[config.mk]
export PLATFORM = sky130hd
export DESIGN_NAME = seq_mult4
export DESIGN_NICKNAME = d
export VERILOG_FILES = /design/src/rtl/seq_mult4_pkg.sv /design/src/rtl/four_bit_RCA_RCS.sv /design/src/rtl/seq_mult4.sv
export SDC_FILE = /design/constraint.sdc
export NUM_CORES = 1
export LEC_CHECK = 0
export BUFFER_PORTS_ARGS = -buffer_cell sky130_fd_sc_hd__buf_4
export CAP_MARGIN = 20
export CORE_UTILIZATION = 54
export CTS_CLUSTER_SIZE = 28
export DETAILED_ROUTE_END_ITERATION = 10
export GPL_ROUTABILITY_DRIVEN = 0
export PLACE_DENSITY = 0.78
export SLEW_MARGIN = 10
export SYNTH_ARGS = -nofsm -noshare
export SYNTH_HDL_FRONTEND = slang
export SYNTH_SLANG_ARGS = --single-unit
[constraint.sdc]
create_clock -name clk -period 6.45 [get_ports clk]
set_input_delay 1.935 -clock clk [delete_from_list [all_inputs] [get_ports clk]]
set_output_delay 1.935 -clock clk [all_outputs]
set_load 0.05 [all_outputs]
[src/rtl/seq_mult4_pkg.sv]
// seq_mult4_pkg: shared types and constants for the sequential 4x4 multiplier
package seq_mult4_pkg;
  typedef enum logic [1:0] {IDLE, RUN, DONE} state_t;
  localparam int N = 4;
  localparam int ITERS = 4;
  localparam int PW = 2 * N;
endpackage

[src/rtl/four_bit_RCA_RCS.sv]
// four_bit_RCA_RCS: 4-bit ripple-carry adder/subtractor; Cin=1 subtracts B
module four_bit_RCA_RCS
  import seq_mult4_pkg::*;
(
  input  logic [N-1:0] A,
  input  logic [N-1:0] B,
  input  logic         Cin,
  output logic [N-1:0] S,
  output logic         Cout
);
  logic [N:0]   w_c;
  logic [N-1:0] w_b;
  assign w_c[0] = Cin;
  for (genvar g = 0; g < N; g++) begin : g_fa
    assign w_b[g]   = B[g] ^ Cin;
    assign S[g]     = A[g] ^ w_b[g] ^ w_c[g];
    assign w_c[g+1] = (A[g] & w_b[g]) | (w_c[g] & (A[g] ^ w_b[g]));
  end
  assign Cout = w_c[N];
endmodule

[src/rtl/seq_mult4.sv]
// seq_mult4: shift-add 4x4 unsigned multiplier; one partial product per cycle
// through the shared ripple adder, start/busy/done handshake.
module seq_mult4
  import seq_mult4_pkg::*;
#(
  parameter int N = seq_mult4_pkg::N
) (
  input  logic           clk,
  input  logic           rst_n,
  input  logic           start,
  input  logic [N-1:0]   a_in,
  input  logic [N-1:0]   b_in,
  output logic           busy,
  output logic           done,
  output logic [2*N-1:0] product
);
  state_t         r_state;
  logic [N-1:0]   r_m, r_q, r_a;
  logic [1:0]     r_cnt;
  logic           r_busy, r_done;
  logic [2*N-1:0] r_product;
  logic [N-1:0]   w_s, w_sel_s, w_a_next, w_q_next;
  logic           w_c, w_sel_c;

  four_bit_RCA_RCS u_rca (
    .A   (r_a),
    .B   (r_m),
    .Cin (1'b0),
    .S   (w_s),
    .Cout(w_c)
  );

  // Skip the add when the current multiplier bit is 0; carry lands in A's MSB.
  assign w_sel_s  = r_q[0] ? w_s : r_a;
  assign w_sel_c  = r_q[0] & w_c;
  assign w_a_next = {w_sel_c, w_sel_s[N-1:1]};
  assign w_q_next = {w_sel_s[0], r_q[N-1:1]};

  always_ff @(posedge clk or negedge rst_n) begin
    if (!rst_n) begin
      r_state   <= IDLE;
      r_m       <= '0;
      r_q       <= '0;
      r_a       <= '0;
      r_cnt     <= '0;
      r_busy    <= 1'b0;
      r_done    <= 1'b0;
      r_product <= '0;
    end else begin
      case (r_state)
        IDLE: if (start) begin
          r_m     <= a_in;
          r_q     <= b_in;
          r_a     <= '0;
          r_cnt   <= '0;
          r_busy  <= 1'b1;
          r_state <= RUN;
        end
        RUN: begin
          r_a   <= w_a_next;
          r_q   <= w_q_next;
          r_cnt <= r_cnt + 2'd1;
          if (r_cnt == 2'(ITERS - 1)) begin
            r_product <= {w_a_next, w_q_next};
            r_done    <= 1'b1;
            r_state   <= DONE;
          end
        end
        DONE: begin
          r_done  <= 1'b0;
          r_busy  <= 1'b0;
          r_state <= IDLE;
        end
        default: r_state <= IDLE;
      endcase
    end
  end

  assign busy    = r_busy;
  assign done    = r_done;
  assign product = r_product;
endmodule
==> impl_metrics.env <==
export IMPL_outcome="complete, no violations"
export IMPL_maxSlewViolCount=0
export IMPL_drtAntennaViolNets=0
export IMPL_dp_cells=139
export IMPL_port_buffers=20
export IMPL_synth_cells=97
export IMPL_holdBufCountCts=0
export IMPL_final_common_cell="dfrtp_1"
export IMPL_critical_path_startpoint="done$_DFFE_PN0P_"
export IMPL_clk_pin_slew_ns=0.15
export IMPL_tns_ns=0
export IMPL_fp_dieW_um=48.4
export IMPL_h_tree_depth=1
export IMPL_rsz0062_at_grt="false"
export IMPL_finalSetupViolCount=0
export IMPL_clock_path_buffers=2
export IMPL_startpoint_type="flip-flop"
export IMPL_routed_wl_um=1900
export IMPL_dp_final_hpwl_um=1320
export IMPL_reg2reg_slack_ns=4.23
export IMPL_crit_fanout=3
export IMPL_holdPathStages=2
export IMPL_use_met1_pct=26.8
export IMPL_diodes=0
export IMPL_final_area_um2=1360
export IMPL_arrival_ns=0.94
export IMPL_synth_nets=113
export IMPL_start_util_pct=58.1
export IMPL_power_density_nw_per_um2=524
export IMPL_viasPerCell=5.45
export IMPL_cts_buffers=3
export IMPL_synth_area_per_cell_um2=12.0
export IMPL_cts_resized=0
export IMPL_fin_skew_ns=0.00538
export IMPL_final_cell_mix="dfrtp_1 (26), buf_4 (20), nand2_1 (16)"
export IMPL_coreArea_um2=2000
export IMPL_worst_slack_ns=3.57
export IMPL_relSlewSlack_pct=66.4
export IMPL_fp_dieArea_um2=2340
export IMPL_rr_worst_depth=6
export IMPL_ys_seq_elements=26
export IMPL_clockRootBuffer="clkbuf_4"
export IMPL_rows=16
export IMPL_drive_gt1_share_pct=28.4
export IMPL_clock_sinks=26
export IMPL_min_period_over_period_pct=44.6
export IMPL_fin_cells=143
export IMPL_worst_slew_pin_slew_ns=0.502
export IMPL_cp_depth=1
export IMPL_worstSetupEndpoint="done"
export IMPL_drc=0
export IMPL_crit_required_ns=4.51
export IMPL_grt_use_met2_pct=28.2
export IMPL_grt_usage_pct=18.6
export IMPL_wl_per_cell_um=13.3
export IMPL_max_stage_delay_ns=0.42
export IMPL_max_vdd_ir_drop_v=0.000273
export IMPL_crit_chain="buf_4"
export IMPL_antenna_found_initial=0
export IMPL_ys_seq_area_share_pct=55.9
export IMPL_min_period_ns=2.88
export IMPL_grt_pass1_vias=729
export IMPL_met3_usage_pct=2.20
export IMPL_overflow=0
export IMPL_fin_nets=133
export IMPL_area_growth_syn_to_layout_pct=16.9
export IMPL_max_cap_violations=0
export IMPL_grt_start_max_net_pins=27
export IMPL_ys_types=22
export IMPL_cts_setup_buffers=0
export IMPL_path_buf_inv=1
export IMPL_timing_rr_end="r_a[2]$_DFFE_PN0P_"
export IMPL_crit_slowest_cell="dfrtp_1"
export IMPL_crit_type="flip-flop to output pin"
export IMPL_grt_pass1_wl_um=3330
export IMPL_hp_class="flip-flop to flip-flop"
export IMPL_worst_setup_path_end_kind="output pin"
export IMPL_syn_cell_area_um2=1160
export IMPL_hold_slack_ns=0.502
export IMPL_max_freq_mhz=347
export IMPL_placed_area_um2=1310
export IMPL_reg2reg_from="r_m[0]$_DFFE_PN0P_"
export IMPL_yosys_warnings=0
export IMPL_p_leak_nw=0.647
export IMPL_power_mw=0.713
export IMPL_final_util_pct=67.9
export IMPL_drt_initial_drc_count=13
export IMPL_cts_tree="yes"
export IMPL_pre_cts_slack_ns=3.47
export IMPL_grt_busiest_layer="met2"
export IMPL_ios=21
export IMPL_vias=780
export IMPL_finalHoldViolCount=0
export IMPL_insertion_delay_ns=0.33
export IMPL_crit_family="flip-flops"
export IMPL_die_h_um=48.4
export IMPL_firstDrtPassIters=4
[flip-flops by register name, summed over array words and instances (netlist names)]
register / count
r_state: 2
r_a: 4
done: 1
r_cnt: 2
busy: 1
r_q: 4
r_m: 4
product: 8
[cell type report]
cell class / count / area [µm²]
Fill cell: 150 / 642
Clock inverter: 1 / 30.0
Sequential cell: 26 / 651
Timing Repair Buffer: 20 / 150
Clock buffer: 3 / 22.5
Multi-Input combinational cell: 63 / 462
Inverter: 3 / 11.3
Tap cell: 27 / 33.8
[where the power goes]
group,switching (mW),leakage (nW),internal (mW)
Clock,0.0502,0.0279,0.0629
Combinational,0.187,0.296,0.124
Sequential,0.0595,0.323,0.230
Total,0.296,0.647,0.416
[synth_stat cells]
cell / n / area share (%)
nand2_1: 16 / 5.2
buf_6: 2 / 1.9
mux2_2: 7 / 6.8
nand3b_1: 1 / 0.65
nand2b_1: 1 / 0.54
o21bai_1: 2 / 1.3
buf_2: 2 / 0.86
buf_4: 1 / 0.65
a221o_1: 1 / 0.86
nor2_1: 2 / 0.65
a21oi_1: 2 / 0.86
and2_1: 2 / 1.1
fa_1: 3 / 5.2
a22oi_1: 1 / 0.65
a31oi_1: 2 / 1.1
mux2i_1: 4 / 3.4
o22ai_1: 5 / 2.7
o21ai_0: 10 / 4.3
dfrtp_1: 26 / 56
nor2b_4: 2 / 2.4
ha_1: 2 / 2.2
inv_1: 3 / 0.97
[how the worst min path moves through the flow]
stage,startpoint,endpoint,slack [ns]
3_3_place_gp,product[4]$_DFFE_PN0P_,product[4]$_DFFE_PN0P_,0.46
2_1_floorplan,r_q[2]$_DFFE_PN0P_,r_q[2]$_DFFE_PN0P_,0.46
5_1_grt,product[1]$_DFFE_PN0P_,product[1]$_DFFE_PN0P_,0.54
3_5_place_dp,product[4]$_DFFE_PN0P_,product[4]$_DFFE_PN0P_,0.47
4_1_cts,product[4]$_DFFE_PN0P_,product[4]$_DFFE_PN0P_,0.51
6_report,product[4]$_DFFE_PN0P_,product[4]$_DFFE_PN0P_,0.50
[logic make-up (layout without fill, tap and decap cells)]
kind of cell,after synthesis,in the layout,synth area share (%)
and+or+nand+nor,24,24,10.4
muxes,11,11,10.2
buffers and inverters,8,27,4.41
DFF,26,26,55.9
adders and majority gates,5,5,7.31
AOI/OAI and AO/OA,23,23,11.7
[layer usage]
layer  vias to the layer above  share of wire (%)
met3                         4                3.9
met4                         0                1.5
li1                        376                  -
met2                        22                 46
met1                       378                 49
met5                         -                  0
Note: power is estimated with default switching activity, not from simulation.
